### src/rtl/id_ex_reg_if.sv
// -----------------------------------------------------------------------------
// id_ex_reg_if
// Bus between the ID stage and the EX-stage pipeline register.
//   id_*  : decoded instruction fields presented by the ID stage
//   ex_*  : registered copy of those fields as seen by the EX stage
// Modports:
//   master : the ID-stage side (drives id_*, observes ex_*)
//   slave  : the pipeline register (samples id_*, drives ex_*)
// -----------------------------------------------------------------------------
interface id_ex_reg_if;
    logic        id_valid;
    logic [31:0] id_pc;
    logic [31:0] id_imm32;
    logic [31:0] id_rs_data;
    logic [31:0] id_rt_data;
    logic [4:0]  id_rs;
    logic [4:0]  id_rt;
    logic [4:0]  id_rd;
    logic [3:0]  id_alu_op;
    logic        id_alu_src;
    logic        id_reg_dst;
    logic        id_reg_write;
    logic        id_mem_read;
    logic        id_mem_write;
    logic        id_mem_to_reg;

    logic        ex_valid;
    logic [31:0] ex_pc;
    logic [31:0] ex_imm32;
    logic [31:0] ex_rs_data;
    logic [31:0] ex_rt_data;
    logic [4:0]  ex_rs;
    logic [4:0]  ex_rt;
    logic [4:0]  ex_rd;
    logic [3:0]  ex_alu_op;
    logic        ex_alu_src;
    logic        ex_reg_dst;
    logic        ex_reg_write;
    logic        ex_mem_read;
    logic        ex_mem_write;
    logic        ex_mem_to_reg;

    modport master (
        output id_valid, id_pc, id_imm32, id_rs_data, id_rt_data,
               id_rs, id_rt, id_rd, id_alu_op, id_alu_src, id_reg_dst,
               id_reg_write, id_mem_read, id_mem_write, id_mem_to_reg,
        input  ex_valid, ex_pc, ex_imm32, ex_rs_data, ex_rt_data,
               ex_rs, ex_rt, ex_rd, ex_alu_op, ex_alu_src, ex_reg_dst,
               ex_reg_write, ex_mem_read, ex_mem_write, ex_mem_to_reg
    );

    modport slave (
        input  id_valid, id_pc, id_imm32, id_rs_data, id_rt_data,
               id_rs, id_rt, id_rd, id_alu_op, id_alu_src, id_reg_dst,
               id_reg_write, id_mem_read, id_mem_write, id_mem_to_reg,
        output ex_valid, ex_pc, ex_imm32, ex_rs_data, ex_rt_data,
               ex_rs, ex_rt, ex_rd, ex_alu_op, ex_alu_src, ex_reg_dst,
               ex_reg_write, ex_mem_read, ex_mem_write, ex_mem_to_reg
    );
endinterface

### src/rtl/id_ex_reg.sv
// -----------------------------------------------------------------------------
// id_ex_reg
// ID/EX pipeline register with stall, flush/bubble insertion, a saturating
// bubble counter and load-use hazard detection.
// Ports:
//   clk        : clock, all state updates on the rising edge
//   rst_n      : asynchronous active-low reset
//   stall      : hold the EX-stage contents
//   flush      : replace the EX-stage contents with a bubble (beats stall)
//   bus        : id_ex_reg_if.slave, id_* fields in, ex_* fields out
//   bubble_cnt : saturating count of bubbles entering EX
//   load_use   : combinational load-use hazard indication
// -----------------------------------------------------------------------------
module id_ex_reg #(
    parameter int CNT_W = 16
) (
    input  logic             clk,
    input  logic             rst_n,
    input  logic             stall,
    input  logic             flush,
    id_ex_reg_if.slave       bus,
    output logic [CNT_W-1:0] bubble_cnt,
    output logic             load_use
);

    // A load of an invalid ID slot is treated exactly like a flush, so the
    // EX stage never carries stale controls alongside ex_valid=0.
    logic bubble;
    logic load;

    assign bubble = flush | (~stall & ~bus.id_valid);
    assign load   = ~flush & ~stall & bus.id_valid;

    always_ff @(posedge clk or negedge rst_n) begin
        if (!rst_n) begin
            bus.ex_valid      <= 1'b0;
            bus.ex_pc         <= '0;
            bus.ex_imm32      <= '0;
            bus.ex_rs_data    <= '0;
            bus.ex_rt_data    <= '0;
            bus.ex_rs         <= '0;
            bus.ex_rt         <= '0;
            bus.ex_rd         <= '0;
            bus.ex_alu_op     <= '0;
            bus.ex_alu_src    <= 1'b0;
            bus.ex_reg_dst    <= 1'b0;
            bus.ex_reg_write  <= 1'b0;
            bus.ex_mem_read   <= 1'b0;
            bus.ex_mem_write  <= 1'b0;
            bus.ex_mem_to_reg <= 1'b0;
        end else if (bubble) begin
            bus.ex_valid      <= 1'b0;
            bus.ex_pc         <= '0;
            bus.ex_imm32      <= '0;
            bus.ex_rs_data    <= '0;
            bus.ex_rt_data    <= '0;
            bus.ex_rs         <= '0;
            bus.ex_rt         <= '0;
            bus.ex_rd         <= '0;
            bus.ex_alu_op     <= '0;
            bus.ex_alu_src    <= 1'b0;
            bus.ex_reg_dst    <= 1'b0;
            bus.ex_reg_write  <= 1'b0;
            bus.ex_mem_read   <= 1'b0;
            bus.ex_mem_write  <= 1'b0;
            bus.ex_mem_to_reg <= 1'b0;
        end else if (load) begin
            bus.ex_valid      <= 1'b1;
            bus.ex_pc         <= bus.id_pc;
            bus.ex_imm32      <= bus.id_imm32;
            bus.ex_rs_data    <= bus.id_rs_data;
            bus.ex_rt_data    <= bus.id_rt_data;
            bus.ex_rs         <= bus.id_rs;
            bus.ex_rt         <= bus.id_rt;
            bus.ex_rd         <= bus.id_rd;
            bus.ex_alu_op     <= bus.id_alu_op;
            bus.ex_alu_src    <= bus.id_alu_src;
            bus.ex_reg_dst    <= bus.id_reg_dst;
            bus.ex_reg_write  <= bus.id_reg_write;
            bus.ex_mem_read   <= bus.id_mem_read;
            bus.ex_mem_write  <= bus.id_mem_write;
            bus.ex_mem_to_reg <= bus.id_mem_to_reg;
        end
    end

    always_ff @(posedge clk or negedge rst_n) begin
        if (!rst_n) begin
            bubble_cnt <= '0;
        end else if (bubble && (bubble_cnt != {CNT_W{1'b1}})) begin
            bubble_cnt <= bubble_cnt + {{(CNT_W-1){1'b0}}, 1'b1};
        end
    end

    // Register $zero never creates a dependency. Reset clears ex_valid
    // asynchronously, which forces this low while rst_n is asserted.
    assign load_use = bus.ex_valid & bus.ex_mem_read & bus.id_valid &
                      (bus.ex_rt != 5'd0) &
                      ((bus.ex_rt == bus.id_rs) | (bus.ex_rt == bus.id_rt));

endmodule

### src/flat_wrapper.sv
// flat-port wrapper written by rule: the top's interface ports become plain ports
module id_ex_reg_flat 
#(
    parameter int CNT_W = 16
)
  (clk, rst_n, stall, flush, bubble_cnt, load_use, bus_id_valid, bus_id_pc, bus_id_imm32, bus_id_rs_data, bus_id_rt_data, bus_id_rs, bus_id_rt, bus_id_rd, bus_id_alu_op, bus_id_alu_src, bus_id_reg_dst, bus_id_reg_write, bus_id_mem_read, bus_id_mem_write, bus_id_mem_to_reg, bus_ex_valid, bus_ex_pc, bus_ex_imm32, bus_ex_rs_data, bus_ex_rt_data, bus_ex_rs, bus_ex_rt, bus_ex_rd, bus_ex_alu_op, bus_ex_alu_src, bus_ex_reg_dst, bus_ex_reg_write, bus_ex_mem_read, bus_ex_mem_write, bus_ex_mem_to_reg);
  id_ex_reg_if bus_i ();
  input  logic clk;
  input  logic rst_n;
  input  logic stall;
  input  logic flush;
  output logic [CNT_W-1:0] bubble_cnt;
  output logic load_use;
  input wire logic [$bits(bus_i.id_valid)-1:0] bus_id_valid;
  input wire logic [$bits(bus_i.id_pc)-1:0] bus_id_pc;
  input wire logic [$bits(bus_i.id_imm32)-1:0] bus_id_imm32;
  input wire logic [$bits(bus_i.id_rs_data)-1:0] bus_id_rs_data;
  input wire logic [$bits(bus_i.id_rt_data)-1:0] bus_id_rt_data;
  input wire logic [$bits(bus_i.id_rs)-1:0] bus_id_rs;
  input wire logic [$bits(bus_i.id_rt)-1:0] bus_id_rt;
  input wire logic [$bits(bus_i.id_rd)-1:0] bus_id_rd;
  input wire logic [$bits(bus_i.id_alu_op)-1:0] bus_id_alu_op;
  input wire logic [$bits(bus_i.id_alu_src)-1:0] bus_id_alu_src;
  input wire logic [$bits(bus_i.id_reg_dst)-1:0] bus_id_reg_dst;
  input wire logic [$bits(bus_i.id_reg_write)-1:0] bus_id_reg_write;
  input wire logic [$bits(bus_i.id_mem_read)-1:0] bus_id_mem_read;
  input wire logic [$bits(bus_i.id_mem_write)-1:0] bus_id_mem_write;
  input wire logic [$bits(bus_i.id_mem_to_reg)-1:0] bus_id_mem_to_reg;
  output wire logic [$bits(bus_i.ex_valid)-1:0] bus_ex_valid;
  output wire logic [$bits(bus_i.ex_pc)-1:0] bus_ex_pc;
  output wire logic [$bits(bus_i.ex_imm32)-1:0] bus_ex_imm32;
  output wire logic [$bits(bus_i.ex_rs_data)-1:0] bus_ex_rs_data;
  output wire logic [$bits(bus_i.ex_rt_data)-1:0] bus_ex_rt_data;
  output wire logic [$bits(bus_i.ex_rs)-1:0] bus_ex_rs;
  output wire logic [$bits(bus_i.ex_rt)-1:0] bus_ex_rt;
  output wire logic [$bits(bus_i.ex_rd)-1:0] bus_ex_rd;
  output wire logic [$bits(bus_i.ex_alu_op)-1:0] bus_ex_alu_op;
  output wire logic [$bits(bus_i.ex_alu_src)-1:0] bus_ex_alu_src;
  output wire logic [$bits(bus_i.ex_reg_dst)-1:0] bus_ex_reg_dst;
  output wire logic [$bits(bus_i.ex_reg_write)-1:0] bus_ex_reg_write;
  output wire logic [$bits(bus_i.ex_mem_read)-1:0] bus_ex_mem_read;
  output wire logic [$bits(bus_i.ex_mem_write)-1:0] bus_ex_mem_write;
  output wire logic [$bits(bus_i.ex_mem_to_reg)-1:0] bus_ex_mem_to_reg;
  assign bus_i.id_valid = bus_id_valid;
  assign bus_i.id_pc = bus_id_pc;
  assign bus_i.id_imm32 = bus_id_imm32;
  assign bus_i.id_rs_data = bus_id_rs_data;
  assign bus_i.id_rt_data = bus_id_rt_data;
  assign bus_i.id_rs = bus_id_rs;
  assign bus_i.id_rt = bus_id_rt;
  assign bus_i.id_rd = bus_id_rd;
  assign bus_i.id_alu_op = bus_id_alu_op;
  assign bus_i.id_alu_src = bus_id_alu_src;
  assign bus_i.id_reg_dst = bus_id_reg_dst;
  assign bus_i.id_reg_write = bus_id_reg_write;
  assign bus_i.id_mem_read = bus_id_mem_read;
  assign bus_i.id_mem_write = bus_id_mem_write;
  assign bus_i.id_mem_to_reg = bus_id_mem_to_reg;
  assign bus_ex_valid = bus_i.ex_valid;
  assign bus_ex_pc = bus_i.ex_pc;
  assign bus_ex_imm32 = bus_i.ex_imm32;
  assign bus_ex_rs_data = bus_i.ex_rs_data;
  assign bus_ex_rt_data = bus_i.ex_rt_data;
  assign bus_ex_rs = bus_i.ex_rs;
  assign bus_ex_rt = bus_i.ex_rt;
  assign bus_ex_rd = bus_i.ex_rd;
  assign bus_ex_alu_op = bus_i.ex_alu_op;
  assign bus_ex_alu_src = bus_i.ex_alu_src;
  assign bus_ex_reg_dst = bus_i.ex_reg_dst;
  assign bus_ex_reg_write = bus_i.ex_reg_write;
  assign bus_ex_mem_read = bus_i.ex_mem_read;
  assign bus_ex_mem_write = bus_i.ex_mem_write;
  assign bus_ex_mem_to_reg = bus_i.ex_mem_to_reg;
  id_ex_reg #(.CNT_W(CNT_W)) u_core (.clk(clk), .rst_n(rst_n), .stall(stall), .flush(flush), .bus(bus_i), .bubble_cnt(bubble_cnt), .load_use(load_use));
endmodule
### config.mk
export PLATFORM = sky130hd
export DESIGN_NAME = id_ex_reg_flat
export DESIGN_NICKNAME = d
export VERILOG_FILES = /design/src/rtl/id_ex_reg_if.sv /design/src/rtl/id_ex_reg.sv /design/src/flat_wrapper.sv
export SDC_FILE = /design/constraint.sdc
export NUM_CORES = 1
export LEC_CHECK = 0
export BUFFER_PORTS_ARGS = -buffer_cell sky130_fd_sc_hd__buf_2
export CORE_AREA = 2 2 128 130
export CTS_CLUSTER_SIZE = 30
export DETAILED_ROUTE_END_ITERATION = 7
export DIE_AREA = 0 0 130 132
export PLACE_DENSITY = 0.73
export SLEW_MARGIN = 20
export SYNTH_ARGS = -nofsm -noshare
export SYNTH_HDL_FRONTEND = slang
export SYNTH_SLANG_ARGS = --single-unit
### constraint.sdc
create_clock -name clk -period 5.02 [get_ports clk]
set_input_delay 1.004 -clock clk [delete_from_list [all_inputs] [get_ports clk]]
set_output_delay 1.004 -clock clk [all_outputs]
set_load 0.05 [all_outputs]
==> summary.md <==
| Metric | Value |
|---|---|
| CP max-delay cell | `buf_2` |
| FF+latch count, synth | `170` |
| Full die area | `17200 µm²` |
| RSZ-0062 raised after global routing | `false` |
| DRC violations left | `0` |
| Commonest non-fill, non-tap cell in the layout | `buf_2` |
| H-Tree Depth | `4` |
| Pwr Density | `roughly 410 nW/µm²` |
| Area delta synth->final | `39.0%` |
| CTS sink cnt | `170` |
| Worst Path Buf+Inv | `2` |
| # IOs | `roughly 330` |
| Setup Skew | `0.00813 ns` |
| Post-synth cell types | `33` |
| Fin nets | `913` |
| CP top delay family | `buffers and inverters` |
| Fillcell total | `between 1000 and 1500` |
| CP Capture Type | `output pin` |
| Footprint of the multi-input gates | `1950 µm²` |
| Initial antenna violation count | `1` |
| Synth warn | `0` |
| Final setup TNS | `0 ns` |
| RR Startpoint | `u_core.bubble_cnt[0]` |
| Number of post-CTS setup repair buffers | `0` |
| CTS Buffer Depth | `2` |
| Setup WS pre-CTS | `2.03 ns` |
| Vias per cell | `5.12` |
| Synth Area per Inst | `14.6 µm²` |
| Post-synth net total | `594` |
| Synthesized area | `6340 µm²` |
| Critical path class | `primary input to output pin` |
| Maximum fanout along the worst path | `2` |
| Cells after DPL | `951` |
| Finished Cell Area | `approximately 9000 µm²` |
| Slew @ Worst Pin | `around 0.92 ns` |
| Final Setup Violations | `0` |
| Final Hold Fails | `0` |
| Worst skew pair latency | `0.41 ns` |
| DIE WIDTH | `130 µm` |
| CP Cell Sequence | `buf_2 > xor2_1 > nor3_1 > nand3_1 > a21oi_1 > buf_2` |
| Via count | `a little over 5000` |
| Final min period | `between 2 and 3 ns` |
| Overflow left after global routing | `0` |
| Final Routed Wirelength | `around 18000 µm` |
| Clk root buf | `clkbuf_16` |
| Sequential Area | `4250 µm²` |
| DR iter-0 viols | `299` |
| Register-to-register setup slack | `between 3 and 4 ns` |
| Initial core utilization | `0.403` |
| Max cap viols | `0` |
| First-pass DRT Iterations | `4` |
| Dpl hpwl | `12300 µm` |
| CTS buffer count | `17` |
| CP dominant cell by count | `buf_2` |
| Fmax | `334 MHz` |
| FF-to-FF End | `u_core.bubble_cnt[1]` |
| Placed instance area | `around 8200 µm²` |
| Fin cells | `a little under 1000` |
| Clock transition at path regs | `around 0.070 ns` |
| Via count of the first global-routing pass | `slightly below 5000` |
| Share of cells above drive strength 1 | `0.495` |
| CORE AREA | `about 16000 µm²` |
| CP Depth | `6` |
| Most frequent cells in the layout | `buf_2 (327), dfrtp_1 (170), a22o_1 (153)` |
| Required time of the worst setup path | `4.02 ns` |
| Pin count of the biggest net entering global routing | `approximately 150` |
| Status | `complete, no violations` |
| First-pass GRT wire length | `26700 µm` |
| CP arrival | `a little under 2 ns` |
| CP max stage delay | `0.28 ns` |
| Sequential share of the synthesized area | `0.671` |
| Final cycle utilization of the critical path | `0.596` |
| Total Power | `3650 µW` |
| Worst slew margin | `0.390` |
| Min-Delay Path Class | `flip-flop to flip-flop` |
| Global placer's final weighted congestion | `slightly below 0.8` |
| Hold Buf Count CTS | `0` |
| Site row count | `46` |
| CTS tree | `built` |
| Mapped Cells | `435` |
| IO buf count | `between 300 and 400` |
| Fin. max-slew vios | `0` |
| Post_cts resized | `0` |
| Peak supply drop | `268 µV` |
| Average routed wire per standard cell | `between 15 and 20 µm` |
| DRT antenna net count | `0` |
| Cells on worst reg2reg path | `5` |
| Height of the chip | `between 100 and 150 µm` |
| Critical path origin | `bus_id_rt[1]` |
| Setup WS post-layout | `2.03 ns` |
| LEAKAGE | `between 0.004 and 0.005 µW` |
| CP Launch Type | `primary input` |
| GRT Overall Usage | `0.201` |
| CP endpoint | `load_use` |
## through the flow
stage	utilization	hold WS, ns
after floorplan	-	0.708
after global placement	0.521	0.477
after detailed placement	0.521	0.476
after CTS	0.561	0.498
after global routing	0.561	0.504
final	0.561	0.494
## cell type report
type / count / share of cell area
Timing Repair Buffer: 333 / 0.193
Clock buffer: 17 / 0.0483
Sequential cell: 170 / 0.483
Clock inverter: 15 / 0.0230
Antenna cell: 1 / 0.000284
Multi-Input combinational cell: 230 / 0.221
Tap cell: 216 / 0.0307
Inverter: 2 / 0.000852
## per-layer routing
layer | track usage | part of all wire | wire (µm)
met3 | 0.0617 | 0.082 | 1450
met5 | 0 | 0 | 0
met2 | 0.321 | 0.48 | 8510
met4 | 0.0824 | 0.027 | 483
met1 | 0.255 | 0.41 | 7150
## synthesized netlist by cell type
cell	n	area, µm²
o21ba_2	1	10.0
ha_1	1	12.5
a311oi_1	1	8.76
or4_1	1	7.51
inv_1	2	7.51
nor2_2	2	12.5
nor4_4	1	21.3
nor4_2	1	12.5
nand2b_1	2	12.5
o21bai_1	2	15.0
mux2_2	1	11.3
mux2_4	1	15.0
nand3_1	5	25.0
clkbuf_1	16	60.1
nor3_1	9	45.0
nor4b_2	1	15.0
buf_1	7	26.3
nand4_2	1	12.5
o2111ai_1	1	8.76
nand4_4	1	21.3
xor2_1	18	158
or3_4	2	22.5
a22o_1	153	1340
nor3b_1	3	22.5
and3_1	2	12.5
a21oi_1	4	20.0
nand2_1	3	11.3
nand3_2	2	20.0
nand4_1	3	18.8
buf_2	10	50.1
nor2_1	4	15.0
xnor2_1	4	35.0
dfrtp_1	170	4250
## where the power goes
part / total, µW / leakage [µW] / switching, µW / internal [µW]
clock network: 1380 / 0.000312 / 574 / 806
registers: 1560 / 0.00229 / 97.1 / 1460
logic: 714 / 0.00228 / 513 / 201
total: 3650 / 0.00489 / 1180 / 2470
## kinds of logic after synthesis
group | synth area share
xor gates and xnor gates | 0.0304
and+or+nand+nor | 0.0485
muxes | 0.00414
buffers and inverters | 0.0227
DFF | 0.671
adders and majority gates | 0.00197
AOI/OAI and AO/OA | 0.221
## worst min-delay path by stage
stage | from | end | slack [ns] | cells past startpoint
after floorplan | rst_n | u_core.bubble_cnt[0] | 0.71 | 0
after global placement | u_core.bus.ex_rs_data[9] | u_core.bus.ex_rs_data[9] | 0.48 | 1
after detailed placement | u_core.bus.ex_imm32[28] | u_core.bus.ex_imm32[28] | 0.48 | 1
after CTS | u_core.bus.ex_rs_data[8] | u_core.bus.ex_rs_data[8] | 0.50 | 1
after global routing | u_core.bus.ex_rs_data[14] | u_core.bus.ex_rs_data[14] | 0.50 | 1
final | u_core.bus.ex_imm32[7] | u_core.bus.ex_imm32[7] | 0.49 | 1
Note: power is estimated with default switching activity, not from simulation.
